--- config.mk ---
export PLATFORM = sky130hd
export DESIGN_NAME = pc_sequencer
export DESIGN_NICKNAME = d
export VERILOG_FILES = /design/src/rtl/pc_sequencer.sv
export SDC_FILE = /design/constraint.sdc
export NUM_CORES = 1
export LEC_CHECK = 0
export ABC_AREA = 1
export BUFFER_PORTS_ARGS = -buffer_cell sky130_fd_sc_hd__buf_2
export CORE_MARGIN = 2
export CORE_UTILIZATION = 59
export DETAILED_ROUTE_END_ITERATION = 7
export PLACE_DENSITY = 0.85
export SLEW_MARGIN = 20
export SYNTH_ARGS = -nofsm -noshare
export SYNTH_HDL_FRONTEND = slang
export SYNTH_SLANG_ARGS = --single-unit
--- constraint.sdc ---
create_clock -name clk -period 4 [get_ports clk]
set_input_delay 0.6 -clock clk [delete_from_list [all_inputs] [get_ports clk]]
set_output_delay 0.6 -clock clk [all_outputs]
set_load 0.005 [all_outputs]
--- src/rtl/pc_sequencer.sv ---
// Instruction-side sequencer: fetches words from instruction memory, presents
// op/funct/target to the control decoder and picks the next PC from its reply.
module pc_sequencer #(
  parameter int              XLEN        = 19,
  parameter int              STACK_DEPTH = 8,
  parameter logic [XLEN-1:0] RESET_PC    = '0
) (
  input  logic            clk,
  input  logic            rst,
  output logic            imem_req,
  output logic [XLEN-1:0] imem_addr,
  input  logic [XLEN-1:0] imem_rdata,
  input  logic            imem_valid,
  output logic [4:0]      op,
  output logic [4:0]      funct,
  output logic [XLEN-1:0] target,
  output logic            instr_valid,
  input  logic [1:0]      jump,
  input  logic            push,
  input  logic            pop,
  output logic [XLEN-1:0] pc,
  output logic            stack_overflow,
  output logic            stack_underflow
);

  localparam int SPW = $clog2(STACK_DEPTH) + 1;

  typedef enum logic [1:0] {S_IDLE, S_FETCH, S_EXEC} state_t;

  state_t          state_q, state_d;
  logic [XLEN-1:0] pc_q, pc_d;
  logic [XLEN-1:0] ir_q, ir_d;
  logic [SPW-1:0]  sp_q, sp_d;
  logic            ovf_q, ovf_d;
  logic            unf_q, unf_d;
  logic [XLEN-1:0] stack_q [STACK_DEPTH];

  logic            push_en;
  logic            ret;
  logic [XLEN-1:0] pc_inc;
  logic [SPW-2:0]  wr_idx;
  logic [SPW-2:0]  rd_idx;

  assign ret    = (jump == 2'b11) || pop;
  assign pc_inc = pc_q + 1'b1;
  assign wr_idx = sp_q[SPW-2:0];
  assign rd_idx = sp_q[SPW-2:0] - 1'b1;

  assign imem_addr       = pc_q;
  assign pc              = pc_q;
  assign op              = ir_q[XLEN-1 -: 5];
  assign funct           = ir_q[4:0];
  assign target          = {{(XLEN-14){1'b0}}, ir_q[13:0]};
  assign stack_overflow  = ovf_q;
  assign stack_underflow = unf_q;

  always_comb begin
    state_d     = state_q;
    pc_d        = pc_q;
    ir_d        = ir_q;
    sp_d        = sp_q;
    ovf_d       = ovf_q;
    unf_d       = unf_q;
    push_en     = 1'b0;
    imem_req    = 1'b0;
    instr_valid = 1'b0;
    case (state_q)
      S_IDLE: state_d = S_FETCH;
      S_FETCH: begin
        imem_req = 1'b1;
        if (imem_valid) begin
          ir_d    = imem_rdata;
          state_d = S_EXEC;
        end
      end
      S_EXEC: begin
        instr_valid = 1'b1;
        state_d     = S_FETCH;
        // A return (jump=11 or pop) outranks everything, including a push.
        if (ret) begin
          if (sp_q != '0) begin
            pc_d = stack_q[rd_idx];
            sp_d = sp_q - 1'b1;
          end else begin
            pc_d  = RESET_PC;
            unf_d = 1'b1;
          end
        end else begin
          pc_d = (jump == 2'b01) ? target : pc_inc;
          if (push) begin
            if (sp_q == SPW'(STACK_DEPTH)) begin
              ovf_d = 1'b1;
            end else begin
              push_en = 1'b1;
              sp_d    = sp_q + 1'b1;
            end
          end
        end
      end
      default: state_d = S_IDLE;
    endcase
  end

  always_ff @(posedge clk or posedge rst) begin
    if (rst) begin
      state_q <= S_IDLE;
      pc_q    <= RESET_PC;
      ir_q    <= '0;
      sp_q    <= '0;
      ovf_q   <= 1'b0;
      unf_q   <= 1'b0;
    end else begin
      state_q <= state_d;
      pc_q    <= pc_d;
      ir_q    <= ir_d;
      sp_q    <= sp_d;
      ovf_q   <= ovf_d;
      unf_q   <= unf_d;
    end
  end

  // Stack storage carries no reset: entries above sp are never read.
  always_ff @(posedge clk) begin
    if (push_en) stack_q[wr_idx] <= pc_inc;
  end

endmodule

Word-level counts from Yosys, hierarchy flattened:

Memories as Yosys holds them, arrays and structs flattened.
Cells that the tools add are included.

* bits in registers: 46
* RAM bits: 152
* input port bits: 26
* output and inout port bits: 71
* logic and storage cells: 47
* memories: 1

* $add $sub $neg: 4
* equal/unequal tests: 8
* mux-type cells: 17
* bitwise logic cells: 2
* reductions and logical operators: 9

Memory list
* stack_q: depth 8, bits a word 19, rd ports 1, clocked after memory_dff 0, wr ports 1, RTL line 36 `logic [XLEN-1:0] stack_q [STACK_DEPTH];`

Operators with widths (number)
* 19-bit 2-to-1 mux: 3
* 19-bit by 1-bit adder with 19-bit output, second input constant: 1
* 4-bit 2-to-1 mux: 4
* 1-bit 2-to-1 mux: 8
* 4-bit AND reduction: 2
* 4-bit by 1-bit adder with 4-bit output, second input constant: 1
* 2-bit by 1-bit equality test with 1-bit output, second input constant: 2
* 2-bit equality test, second input constant: 2
* 4-bit equality test, second input constant: 1
* 2-bit != test, second input constant: 2
* 2-bit one-hot mux with 2 select lines: 1
* 4-bit nonzero test: 1
* 4-bit by 1-bit subtractor with 4-bit output, second input constant: 1
* 3-bit AND reduction: 1
* 3-bit by 1-bit subtractor with 3-bit output, second input constant: 1
* 2-bit zero test: 1
* 2-bit 2-to-1 mux: 1
* 2-bit by 1-bit != test with 1-bit output, second input constant: 1
* 1-bit NOT: 2
* 2-bit AND reduction: 1
* 2-bit nonzero test: 1
* 2-bit OR reduction: 1
* 1-bit logical OR: 1

Logic depth before layout (Yosys ltp):

* word-level depth: 7
* depth in mapped cells: 14
* gate-level depth less buffers: 11

Least setup slack after synthesis:

Ideal clock, no wire load.

* kind: flip-flop to flip-flop
* start point: register sp_q[0]
* end point: memory stack_q[2][0] (enable)
* library setup time: 0.419 ns
* data arrival time: 2.928 ns
* data required time: 3.581 ns
* path slack: 0.653 ns
* cell stages (with the launch flop): 11
* buffers on the path: 3
* clock period less this slack: 3.347 ns
* path through: dfrtp_1 -> buf_2 -> inv_2 -> buf_4 -> buf_2 -> ha_1 -> nand3_1 -> nand2_1 -> nor2_1 -> nand2_1 -> nor3_1

* word-level cells in the longest chain between the ends: 7

RTL lines
* from (decl): RTL line 33 `logic [SPW-1:0] sp_q, sp_d;`
* from (signal assigned): RTL line 116 `sp_q <= sp_d;`
* 4-bit equality test: RTL line 91 `if (sp_q == SPW'(STACK_DEPTH)) begin`
* 1-bit 2-to-1 mux: RTL line 91
* 1-bit 2-to-1 mux: RTL line 90 `if (push) begin`
* 1-bit 2-to-1 mux: RTL line 80 `if (ret) begin`
* 1-bit 2-to-1 mux: RTL line 67 `case (state_q)`
* 1-bit 2-to-1 mux: RTL line 124 `if (push_en) stack_q[wr_idx] <= pc_inc;`
* 1-bit 2-to-1 mux (implied by the code): RTL line 124
* to (decl): RTL line 36

Several ways; a longest one is shown, not always the timed one.

Worst setup path in the final report:

* start point: register sp_q[0]
* end point: register pc_q[10] (netlist: imem_addr[10])

* word-level cells in the longest chain between the ends: 4
* elaborated cells on any way between the ends: 5
* those cells by class: add/sub: 1; mux: 2; reduce/logical: 1; memory: 1

RTL lines
* 3-bit by 1-bit subtractor with 3-bit output: RTL line 47 `assign rd_idx = sp_q[SPW-2:0] - 1'b1;`
* memory read 8 x 19 bit
* 19-bit 2-to-1 mux (*): RTL line 81 `if (sp_q != '0) begin`
* 19-bit 2-to-1 mux (*): RTL line 80
* to (signal assigned): RTL line 114 `pc_q <= pc_d;`
* to (decl): RTL line 31 `logic [XLEN-1:0] pc_q, pc_d;`

Mark *: on every way between the ends. The rest lies on a longest branch, timed or not.
A chain may end at the register's enable or synchronous reset.

==> metrics.csv <==
metric;value;unit
clk_pin_slew;0.07;ns
yosysUniqueCellTypes;32;
n_fill_cell;1120;
rows;45;
timing.final.crit_share;70.4;%
leakage;4.19;nW
p_per_area;794;mW/mm^2
clock_latency;0.44;ns
p_switching;3.35;mW
antenna_cells;0;
die_h;128;um
outcome;complete, no violations;
antenna_found_initial;0;
crit_required;4.37;ns
final_nets;1014;
setup_viol;0;
holdWs;0.347;ns
p_clk_share;20.6;%
path_max_fanout;49;
critPathLaunchType;flip-flop;
ir_drop;0.449;mV
yosysWarnings;0;
clock_sinks;198;
cts_setup_buffers;0;
dpl.hpwl;14.0;mm
cts_buffers;17;
cts.hold.buffers_added;0;
antenna_left;0;
synth_edf_count;152;
syn_area;0.00906;sq mm
htreeDepth;4;
combPwrFrac;41.9;%
crit_path_end_kind;flip-flop;
async_flop_share;23.2;%
die_w;128;um
hold_viol_final;0;
worstMarginPinSlew;0.951;ns
first_pass_iters;5;
wl_met1;8.56;mm
fmax;0.355;GHz
overflow;0;
clockBufferDepth;2;
dr_wl_met2;10.6;mm
drive_gt1_share;15.7;%
ys.flop_type;edfxtp_1;
slew_violations;0;
seq_area_frac_synth;63.1;%
cts_tree;yes;
crit_arrival;3.19;ns
top_layer;met4;
io_pins;97;
gp_congestion;0.895;
wl_met3;2.06;mm
swShare;42.0;%
portBuffers;91;
tns;0;ns
cts_resized;0;
p_int;4.63;mW
via_count;6883;
grt_pass1_vias;6478;
dp_cells;1153;
hp-class;input pin to flip-flop;
grt_max_degree;81;
skew;0.00697;ns
die_area;0.0164;sq mm
stdcell_count;1185;
vias_per_cell;5.81;
core_area;0.0151;sq mm
drc_errors;0;
rsz0062_at_grt;false;
avgRoutedWirePerCell;18.5;um
cap_viol_max_count;0;
start_util;60.0;%
maxSlewHeadroom;36.5;%
postSynthCellCount;925;
critPathKind;flip-flop to flip-flop;
drtIter0Drc;890;
synth.avg_cell_area;9.79;sq um
synth-seq-cells;198;
min_period;2.82;ns
seq_power_share;37.4;%
grt_pass1_wl;34.2;mm
area.growth.synth_to_final;10.9;%
cts_root_buffer;clkbuf_16;
routed_wl;21.9;mm
grt_util_all_layers;27.7;%
cells by family (layout without fill, tap and decap cells):
kind of cell / after synthesis / in the layout / share of synthesized area [%]
and+or+nand+nor: 462 / 462 / 20.6
buffers and inverters: 134 / 202 / 7.35
AOI/OAI and AO/OA: 116 / 116 / 7.09
xor gates and xnor gates: 10 / 10 / 1.26
DFF: 198 / 198 / 63.1
other: 1 / 5 / 0.0414
adders and majority gates: 4 / 4 / 0.553
registers in the layout, indices dropped and copies added (netlist names):
| signal | flops |
|---|---|
| sp_q | 4 |
| stack_underflow | 1 |
| stack_overflow | 1 |
| stack_q | 152 |
| imem_addr | 19 |
| state_q | 2 |
| ir_q | 19 |
routing by layer:
layer,vias up,GRT usage [%]
li1,3167,-
met1,3221,37.0
met2,439,45.0
met3,56,5.34
met4,0,12.2
met5,-,0
metrics by stage:
step                area, sq um  setup WS (ns)  utilization [%]  power (mW)
floorplan                  9070          0.653                -        5.30
global placement           9460           1.36             62.7        6.12
detailed placement         9460           1.24             62.7        6.24
CTS                       10000           1.23             66.5        7.89
global route              10000           1.00             66.5        8.42
finish                    10000           1.18             66.5        7.98
cell usage in the layout, fill, tap and decap left out, drive strengths merged, types with 11 or more instances in the layout:
cell type,instances
clkinv,11
inv,66
edfxtp,152
nor2,169
a21oi,21
clkbuf,18
dfrtp,46
buf,103
nand3,71
nand2,210
o21ai,82
path summary, 6_finish.rpt:
path / from / to / slack [ns] / depth (start not counted)
max in group asynchronous: rst / sp_q[0]$_DFFE_PP0P_ / 2.96 / 2
worst min register to register: state_q[1]$_DFFE_PP0P_ / state_q[0]$_DFFE_PP0P_ / 0.46 / 1
worst max-delay path: sp_q[0]$_DFFE_PP0P_ / imem_addr[10]$_DFFE_PP0P_ / 1.18 / 11
min in group asynchronous: rst / imem_addr[12]$_DFFE_PP0P_ / 0.38 / 2
worst min-delay path: imem_valid / state_q[0]$_DFFE_PP0P_ / 0.35 / 2
worst max register to register: sp_q[0]$_DFFE_PP0P_ / imem_addr[10]$_DFFE_PP0P_ / 1.18 / 11
final cells by class:
class,instances,area (sq um),share of cell area (%)
inverter,67,251,2.50
timing repair buffer,103,546,5.43
sequential,198,5720,56.9
clock buffer,18,429,4.27
multi-input combinational,597,2730,27.2
tap,188,235,2.34
clock inverter,14,135,1.35
synth_stat cells, drive strengths merged, types with 6 or more instances:
master  instances  area, sq um
nand2         210          788
nor2          169          647
edfxtp        152         4560
o21ai          82          410
nand3          71          355
inv            65          244
buf            53          362
dfrtp          46         1150
a21oi          21          109
clkbuf         14         52.6
o211ai         10          100
nand4           7         43.8
xor2            6         71.3
power groups by stage:
stage / logic, mW / registers, mW / clock network [mW]
4_1_cts: 3.27 / 2.97 / 1.65
6_report: 3.34 / 2.99 / 1.65
2_1_floorplan: 2.39 / 2.92 / 0
3_3_place_gp: 3.11 / 3.01 / 0
3_5_place_dp: 3.23 / 3.01 / 0
5_1_grt: 3.69 / 3.01 / 1.72
worst max-delay path: stages (launching register included):
cell	delay, ns
dfrtp_2	0.42
inv_2	0.40
ha_1	0.23
buf_4	0.46
inv_2	0.37
nor2_1	0.19
o21ai_0	0.14
nand3_1	0.16
nand3_1	0.14
nand2_1	0.11
nand2_1	0.05
nand2_1	0.07
No activity file was read; power rests on OpenSTA's default activity.
